**config.mk**
```make
export PLATFORM = sky130hd
export DESIGN_NAME = xbtn_responder
export DESIGN_NICKNAME = d
export VERILOG_FILES = /design/src/rtl/xbtn_responder.sv
export SDC_FILE = /design/constraint.sdc
export NUM_CORES = 1
export LEC_CHECK = 0
export ABC_AREA = 1
export CAP_MARGIN = 20
export CORE_MARGIN = 2
export CORE_UTILIZATION = 25
export CTS_CLUSTER_SIZE = 14
export DETAILED_ROUTE_END_ITERATION = 8
export GPL_TIMING_DRIVEN = 0
export HOLD_SLACK_MARGIN = 0.06
export SLEW_MARGIN = 25
export SYNTH_ARGS = -nofsm -noshare
export SYNTH_HDL_FRONTEND = slang
export SYNTH_SLANG_ARGS = --single-unit
```
**constraint.sdc**
```tcl
create_clock -name clk -period 6.6 [get_ports clk]
set_input_delay 1.32 -clock clk [delete_from_list [all_inputs] [get_ports clk]]
set_output_delay 1.32 -clock clk [all_outputs]
set_load 0.03 [all_outputs]
```
**src/rtl/xbtn_responder.sv**
```systemverilog
// rtl/xbtn_responder.sv - memory-mapped debounced push-button responder
// Sticky press flags, press counter and level interrupt, polled over the sel/we/addr bus.
module xbtn_responder #(
    parameter int BTN_N      = 4,
    parameter int DEB_CYCLES = 500000,
    parameter int CNT_W      = 20
) (
    input  logic             clk,
    input  logic             rst,
    input  logic             sel,
    input  logic             we,
    input  logic [1:0]       addr,
    input  logic [31:0]      data_in,
    output logic [31:0]      data_out,
    input  logic [BTN_N-1:0] btn_raw,
    output logic             irq
);

    localparam logic [1:0]       ADDR_STATUS  = 2'd0;
    localparam logic [1:0]       ADDR_PENDING = 2'd1;
    localparam logic [1:0]       ADDR_IRQ_EN  = 2'd2;
    localparam logic [1:0]       ADDR_COUNT   = 2'd3;
    localparam logic [CNT_W-1:0] DEB_LAST     = CNT_W'(DEB_CYCLES - 1);

    logic [BTN_N-1:0] r_sync1;
    logic [BTN_N-1:0] r_sync2;
    logic [CNT_W-1:0] r_cnt [BTN_N];
    logic [BTN_N-1:0] r_stable;
    logic [BTN_N-1:0] r_pending;
    logic [BTN_N-1:0] r_irq_en;
    logic [15:0]      r_press_cnt;
    logic             r_irq;

    logic [BTN_N-1:0] w_diff;
    logic [BTN_N-1:0] w_accept;
    logic [BTN_N-1:0] w_press;
    logic [15:0]      w_popcnt;
    logic             w_rd;
    logic             w_wr;
    logic [BTN_N-1:0] w_pend_clr;
    logic             w_unused_data;

    assign w_unused_data = ^data_in[31:BTN_N];

    always_ff @(posedge clk or posedge rst) begin
        if (rst) begin
            r_sync1 <= '0;
            r_sync2 <= '0;
        end else begin
            r_sync1 <= btn_raw;
            r_sync2 <= r_sync1;
        end
    end

    // A bit is accepted once it has differed from the stable level for DEB_CYCLES
    // consecutive cycles; any return to the stable level restarts the count.
    always_comb begin
        w_diff   = r_sync2 ^ r_stable;
        w_accept = '0;
        for (int i = 0; i < BTN_N; i++) begin
            w_accept[i] = w_diff[i] && (r_cnt[i] == DEB_LAST);
        end
        w_press = w_accept & r_sync2;
    end

    always_ff @(posedge clk or posedge rst) begin
        if (rst) begin
            for (int i = 0; i < BTN_N; i++) begin
                r_cnt[i] <= '0;
            end
            r_stable <= '0;
        end else begin
            for (int i = 0; i < BTN_N; i++) begin
                if (!w_diff[i] || w_accept[i]) begin
                    r_cnt[i] <= '0;
                end else begin
                    r_cnt[i] <= r_cnt[i] + 1'b1;
                end
            end
            r_stable <= r_stable ^ w_accept;
        end
    end

    always_comb begin
        w_popcnt = '0;
        for (int i = 0; i < BTN_N; i++) begin
            w_popcnt = w_popcnt + 16'(w_press[i]);
        end
    end

    assign w_rd = sel && !we;
    assign w_wr = sel && we;

    always_comb begin
        w_pend_clr = '0;
        if (w_rd && (addr == ADDR_PENDING)) begin
            w_pend_clr = '1;
        end else if (w_wr && (addr == ADDR_PENDING)) begin
            w_pend_clr = data_in[BTN_N-1:0];
        end
    end

    // New presses are OR-ed in after the clear so a coincident event is never lost.
    always_ff @(posedge clk or posedge rst) begin
        if (rst) begin
            r_pending   <= '0;
            r_irq_en    <= '0;
            r_press_cnt <= '0;
            r_irq       <= 1'b0;
        end else begin
            r_pending <= (r_pending & ~w_pend_clr) | w_press;
            if (w_wr && (addr == ADDR_IRQ_EN)) begin
                r_irq_en <= data_in[BTN_N-1:0];
            end
            if (w_wr && (addr == ADDR_COUNT)) begin
                r_press_cnt <= w_popcnt;
            end else begin
                r_press_cnt <= r_press_cnt + w_popcnt;
            end
            r_irq <= |(r_pending & r_irq_en);
        end
    end

    assign irq = r_irq;

    always_comb begin
        data_out = '0;
        if (sel) begin
            case (addr)
                ADDR_STATUS:  data_out = 32'(r_stable);
                ADDR_PENDING: data_out = 32'(r_pending);
                ADDR_IRQ_EN:  data_out = 32'(r_irq_en);
                ADDR_COUNT:   data_out = {16'b0, r_press_cnt};
                default:      data_out = '0;
            endcase
        end
    end

endmodule

```
==> run metrics, run 1 <==
flops & latches, synth=117; post-route worst setup slack=1.73 ns; antenna-violating nets left=0; cell taking the most area after synthesis=dfrtp_1; Setup-failing EPs final=0; Total GRT Usage=0.114; Critical Path Sink Type=output pin; clock network fraction of total power=0.518; CP max FO=5; number of DRC markers in iteration 0=311; Final TNS setup=0 ns; hold-critical path depth=0; CTS tree=done; most common cell in the synthesized netlist=nor2_1; Period Utilization, post-route=0.737; Synth top cells by count=216 x nor2_1, 205 x nand2_1, 117 x dfrtp_1, 86 x inv_1, 61 x nand3_1; layout cells sized above 1=0.112; CP dominant cell by count=clkdlybuf4s50_1; post-layout minimum cycle time=4.87 ns; Int Pwr=about 1300 uW; Initial Util=0.252; largest net degree at the start of global routing=67; hold path start=r_sync1[3]; RSZ-0062 raised after global routing=no; Ant. Diodes=0; clock sink total=117; P_leak=0.00339 uW; Post-synth ARST share=1.00; H-tree depth=4; num rows=60; Max stage delay on crit path=between 0.7 and 0.8 ns; die height=168 microns; Syn Area/Cell=7.57 sq um; worst skew pair latency=approximately 0.42 ns; critical path's top delay family=buffers and inverters; antenna violations before repair=0; Req. time, crit path=5.28 ns; R2R Setup Slk=2.81 ns; Synth top area share=0.435; Die ar.=between 20,000 and 30,000 sq um; final hold violations=0; status=finished, final reports clean; # Max-Cap Violations=0; post-synthesis sequential area ratio=0.435; Cells after Synth=slightly below 900; hold buffers post-CTS=0; port buffer count=30; Layout area overhead=20.8%; Post-Place Cell Area=7540 sq um; post-cts sizing count=0; worst slack, placed=approximately 1.8 ns; wire per inst=11.4 microns; dominant synthesized flop cell=dfrtp_1; Reg clk slew, reported paths=0.06 ns; Hold Crit Class=flip-flop to flip-flop; I/O pins=75; via count=5,530; Mapped Area=6730 sq um; max_slew headroom=0.626; Vias/cell=4.23; nets=just over 1,000; Root Buffer=clkbuf_16; Worst R2R Path Depth=17; Netlist cell types=32; combinational power share=0.057; core area=26,700 sq um; DRC=0; Slew Limit Fails=0; reg2reg end=r_press_cnt[14]; Remaining Overflow, GRT=0; sw power=435 uW; maximum clock rate=about 210 MHz; number of synthesized flops with an enable pin=0; CTS Buf Count=17; worst-path cell chain=clkdlybuf4s50_1, inv_1, nor2_1, nand2_1, a41oi_1, clkdlybuf4s50_1; first-pass GRT wire length=approximately 26,000 microns; Flop pwr share=0.424; Synthesis Warnings=0; Least-Margin Pin Slew=between 0.5 and 0.6 ns; pwr dens=217 nW/um^2; WP buf/inv=3; startpoint type of the worst setup path=primary input; Routed Wire Length=14,900 microns; Initial DRT Pass Iterations=4; switching share of power=0.247; Worst Hold End=r_sync2[3]; design area=8130 sq um; Crit Path Class=primary input to output pin; maximum VDD drop=about 160 uV; Synth area leaders=dfrtp_1 44%, nor2_1 12%, nand2_1 11%; Worst Path Arrival=3.55 ns; slowest CP cell=clkdlybuf4s50_1; GPL Wtd Cong=0.866; Detail Placement HPWL=11,000 microns; number of setup buffers added after CTS=0; worst reg2reg path startpoint=r_cnt[40]; skew final=0.00902 ns; vias in the first global route=around 5,500; Max clock buf depth=2; die extent in x=168 microns
through the flow:
stage | cells | hold slack [ns] | utilization | power [uW]
floorplan | 903 | 0.331 | - | 829
global placement | 1274 | 0.335 | 0.282 | 860
detailed placement | 1275 | 0.336 | 0.283 | 864
CTS | 1307 | 0.350 | 0.305 | 1790
global route | 1307 | 0.357 | 0.305 | 1830
finish | 1307 | 0.348 | 0.305 | 1760
layout by cell type (no fill, tap or decap), drive strengths merged, types with 17 or more instances in the layout:
cell type	instances
nor2	248
nand2	213
dfrtp	117
inv	90
nand3	66
xor2	38
clkdlybuf4s50	30
buf	23
xnor2	17
clkbuf	17
logic make-up after synthesis:
kind of cell    count (synthesis)  share of synthesized area
fa+ha+maj                      11                     0.0227
mux                             4                    0.00670
buf+inv                       109                     0.0759
compound gates                 38                     0.0320
other cells                     1                   0.000558
xor+xnor                       55                     0.0716
simple gates                  553                      0.355
flops                         117                      0.435
state kept, by name, indices dropped and copies added (netlist names), named ones only:
register     cells
r_irq_en         4
r_pending        4
r_cnt           80
r_sync2          4
r_sync1          4
r_press_cnt     16
irq              1
final cells by class:
class                           instances  area, sq um
Clock inverter                         15          156
Clock buffer                           17          425
Timing Repair Buffer                   31          328
Sequential cell                       117         2930
Fill cell                            2818        18500
Multi-Input combinational cell        677         3340
Tap cell                              341          427
Buffer                                 22          184
Inverter                               87          334
power by group through the flow:
stage / sequential (uW) / combinational, uW / clock [uW]
6_report: 748 / 101 / 914
5_1_grt: 750 / 114 / 970
3_5_place_dp: 761 / 104 / 0
2_1_floorplan: 757 / 71.4 / 0
4_1_cts: 748 / 104 / 933
3_3_place_gp: 760 / 100 / 0
worst max-delay path by stage:
stage | startpoint | to | slack [ns] | cells after the start
after floorplan | rst | async pin | 2.18 | 1
after global placement | rst | r_press_cnt[12] | 0.37 | 2
after detailed placement | addr[0] | data_out[2] | 1.77 | 6
after CTS | addr[0] | data_out[2] | 1.77 | 6
after global routing | addr[0] | data_out[2] | 1.63 | 6
final | addr[0] | data_out[0] | 1.73 | 6
routing by layer:
metal | share of wire | up-vias | global-route usage
li1 | - | 2870 | -
met1 | 0.50 | 2566 | 0.151
met2 | 0.46 | 78 | 0.183
met3 | 0.035 | 16 | 0.0294
met4 | 0.011 | 0 | 0.0318
met5 | 0 | - | 0
No activity file was read; power rests on OpenSTA's default activity.
==> inputs of run 2 (changes only) <==
==> constraint.sdc (replaced) <==
create_clock -name clk -period 5 [get_ports clk]
set_input_delay 1 -clock clk [delete_from_list [all_inputs] [get_ports clk]]
set_output_delay 1 -clock clk [all_outputs]
set_load 0.03 [all_outputs]
==> results of run 2 <==
The final DEF is identical to that of run 1. Status: finished, final reports clean.
Among the figures that moved: setup slack after placement 1.77 ns -> 0.814 ns; setup slack after layout 1.73 ns -> 0.774 ns; register-to-register setup slack 2.81 ns -> 1.21 ns; total power 1760 uW -> 2330 uW; worst IR drop on VDD 160 uV -> 212 uV
==> inputs of run 3 (changes only) <==
==> constraint.sdc (replaced) <==
create_clock -name clk -period 3.7 [get_ports clk]
set_input_delay 0.74 -clock clk [delete_from_list [all_inputs] [get_ports clk]]
set_output_delay 0.74 -clock clk [all_outputs]
set_load 0.03 [all_outputs]
==> run metrics, run 3 (synthesis gave the netlist of run 1 again) <==
port buffer count=30 (unchanged); maximum clock rate=287 MHz; Initial DRT Pass Iterations=5 (was 4); status=finished, final reports clean (unchanged); Routed Wire Length=15,300 microns (was 14,900 microns); worst-path cell chain=clkdlybuf4s50_1, nand2_1, inv_1, nand2_1, buf_2, nor2_1, clkdlybuf4s50_1 (was clkdlybuf4s50_1, inv_1, nor2_1, nand2_1, a41oi_1, clkdlybuf4s50_1); hold path start=r_sync1[1] (was r_sync1[3]); Root Buffer=clkbuf_16 (unchanged); Vias/cell=4.27 (was 4.23); hold-critical path depth=0 (unchanged); layout cells sized above 1=0.133 (was 0.112); Least-Margin Pin Slew=0.569 ns (was 0.557 ns); CTS Buf Count=17 (unchanged); sw power=749 uW (was 574 uW); antenna violations before repair=1 (was 0); Worst Hold End=r_sync2[1] (was r_sync2[3]); DRC=0 (unchanged); Die ar.=28,200 sq um (unchanged); Top reg by flops=r_cnt (unchanged); reg2reg end=r_press_cnt[12] (was r_press_cnt[14]); Detail Placement HPWL=11,400 microns (was 11,000 microns); Top Registers=r_cnt: 80 flops, r_press_cnt: 16 flops (unchanged); Critical Path Sink Type=output pin (unchanged); die extent in x=168 microns (unchanged); die height=168 microns (unchanged); Req. time, crit path=2.96 ns (was 4.00 ns); CTS tree=done (unchanged); max reg flops=80 (unchanged); slowest CP cell=clkdlybuf4s50_1 (unchanged); Remaining Overflow, GRT=0 (unchanged); Flop pwr share=0.407 (was 0.424); Max clock buf depth=2 (unchanged); Hold Crit Class=flip-flop to flip-flop (unchanged); Layout area overhead=24.3% (was 20.8%); num rows=60 (unchanged); worst skew pair latency=0.42 ns (about the same); P_leak=0.00355 uW (was 0.00339 uW); CP max FO=10 (was 5); startpoint type of the worst setup path=primary input (unchanged); WP buf/inv=4 (was 3); H-tree depth=4 (unchanged); Max stage delay on crit path=0.68 ns (was 0.76 ns); via count=5,621 (was 5,530); Setup-failing EPs final=0 (unchanged); final hold violations=0 (unchanged); Worst R2R Path Depth=19 (was 17); commonest non-fill, non-tap cells in the layout=211 x nor2_1, 203 x nand2_1, 116 x dfrtp_1, 84 x inv_1, 59 x nand3_1 (was 216 x nor2_1, 205 x nand2_1, 117 x dfrtp_1, 85 x inv_1, 61 x nand3_1); core area=26,700 sq um (unchanged); skew final=0.00844 ns (was 0.00902 ns); maximum VDD drop=312 uV (was 212 uV); vias in the first global route=5,408 (was 5,472); worst reg2reg path startpoint=r_cnt[60] (was r_cnt[40]); nets=1,015 (was 1,006); commonest non-fill, non-tap cell in the layout=nor2_1 (unchanged); Int Pwr=2530 uW (was 1750 uW); Initial Util=0.252 (unchanged); Period Utilization, post-route=0.942; Worst Path Arrival=2.75 ns (was 3.23 ns); critical path's top delay family=buffers and inverters (unchanged); hold buffers post-CTS=0 (unchanged); post-layout minimum cycle time=3.49 ns; # Max-Cap Violations=0 (unchanged); Reg clk slew, reported paths=0.06 ns (about the same); Crit Path Class=primary input to output pin (unchanged); I/O pins=75 (unchanged); antenna-violating nets left=0 (unchanged); Slew Limit Fails=0 (unchanged); clock sink total=117 (unchanged); R2R Setup Slk=0.25 ns (was 1.21 ns); wire per inst=11.6 microns (was 11.4 microns); Total GRT Usage=0.113 (was 0.114); clock network fraction of total power=0.533 (was 0.518); pwr dens=392 nW/um^2 (was 286 nW/um^2); Crit path depth=7 (was 6); combinational power share=0.059 (was 0.057); switching share of power=0.229 (was 0.247); GPL Wtd Cong=0.859 (was 0.866); largest net degree at the start of global routing=30 (was 67); Core Util, Final=0.314 (was 0.305); RSZ-0062 raised after global routing=no (unchanged); Final TNS setup=0 ns (unchanged); number of DRC markers in iteration 0=323 (was 311); first-pass GRT wire length=25,600 microns (was 26,100 microns); max_slew headroom=0.618 (was 0.626)
run 3: layout make-up:
| cell class | count | area [sq um] |
|---|---|---|
| well taps | 341 | 427 |
| clock buffers | 20 | 447 |
| inverters | 87 | 330 |
| plain buffers | 22 | 184 |
| multi-input cells | 677 | 3420 |
| fillers | 2814 | 18300 |
| repair buffers | 40 | 445 |
| clock inverters | 12 | 179 |
| diodes | 1 | 2.50 |
| flip-flops and latches | 117 | 2930 |
run 3: power by group through the flow:
| stage | sequential, uW | combinational [uW] | clock (uW) |
|---|---|---|---|
| final | 1340 | 194 | 1750 |
| after floorplan | 1350 | 128 | 0 |
| after detailed placement | 1360 | 192 | 0 |
| after global placement | 1360 | 179 | 0 |
| after global routing | 1340 | 217 | 1850 |
| after CTS | 1330 | 193 | 1790 |
run 3: repair_timing:
item / CTS / global route
endpoints found under the setup margin: 5 / 17
pin swaps: 0 / 6
buffers inserted: 0 / 6
gates resized for setup: 5 / 20
run 3: through the flow:
step | instances | hold WS, ns | setup slack (ns) | instance area (sq um) | power (uW)
detailed placement | 1278 | 0.340 | -0.0584 | 7600 | 1550
global route | 1316 | 0.365 | 0.0104 | 8360 | 3410
finish | 1317 | 0.349 | 0.215 | 8360 | 3280
floorplan | 903 | 0.331 | 0.414 | 6790 | 1480
global placement | 1274 | 0.334 | -0.0238 | 7510 | 1530
CTS | 1310 | 0.353 | 0.00360 | 8240 | 3320
run 3: how the worst max path moves through the flow:
stage                    from               to  slack [ns]
finish                addr[0]      data_out[7]        0.21
global placement    r_cnt[40]  r_press_cnt[10]       -0.02
CTS                 r_cnt[40]  r_press_cnt[10]       0.004
detailed placement  r_cnt[60]  r_press_cnt[14]       -0.06
floorplan           r_cnt[40]  r_press_cnt[10]        0.41
global route        r_cnt[60]  r_press_cnt[12]        0.01
run 3: layer usage:
| layer | wire (microns) | global-route usage | share of wire | vias to the layer above |
|---|---|---|---|---|
| met4 | 236 | 0.0344 | 0.015 | 0 |
| met5 | 0 | 0 | 0 | - |
| met3 | 662 | 0.0329 | 0.043 | 21 |
| met2 | 7040 | 0.181 | 0.46 | 99 |
| met1 | 7380 | 0.147 | 0.48 | 2598 |
| li1 | - | - | - | 2903 |
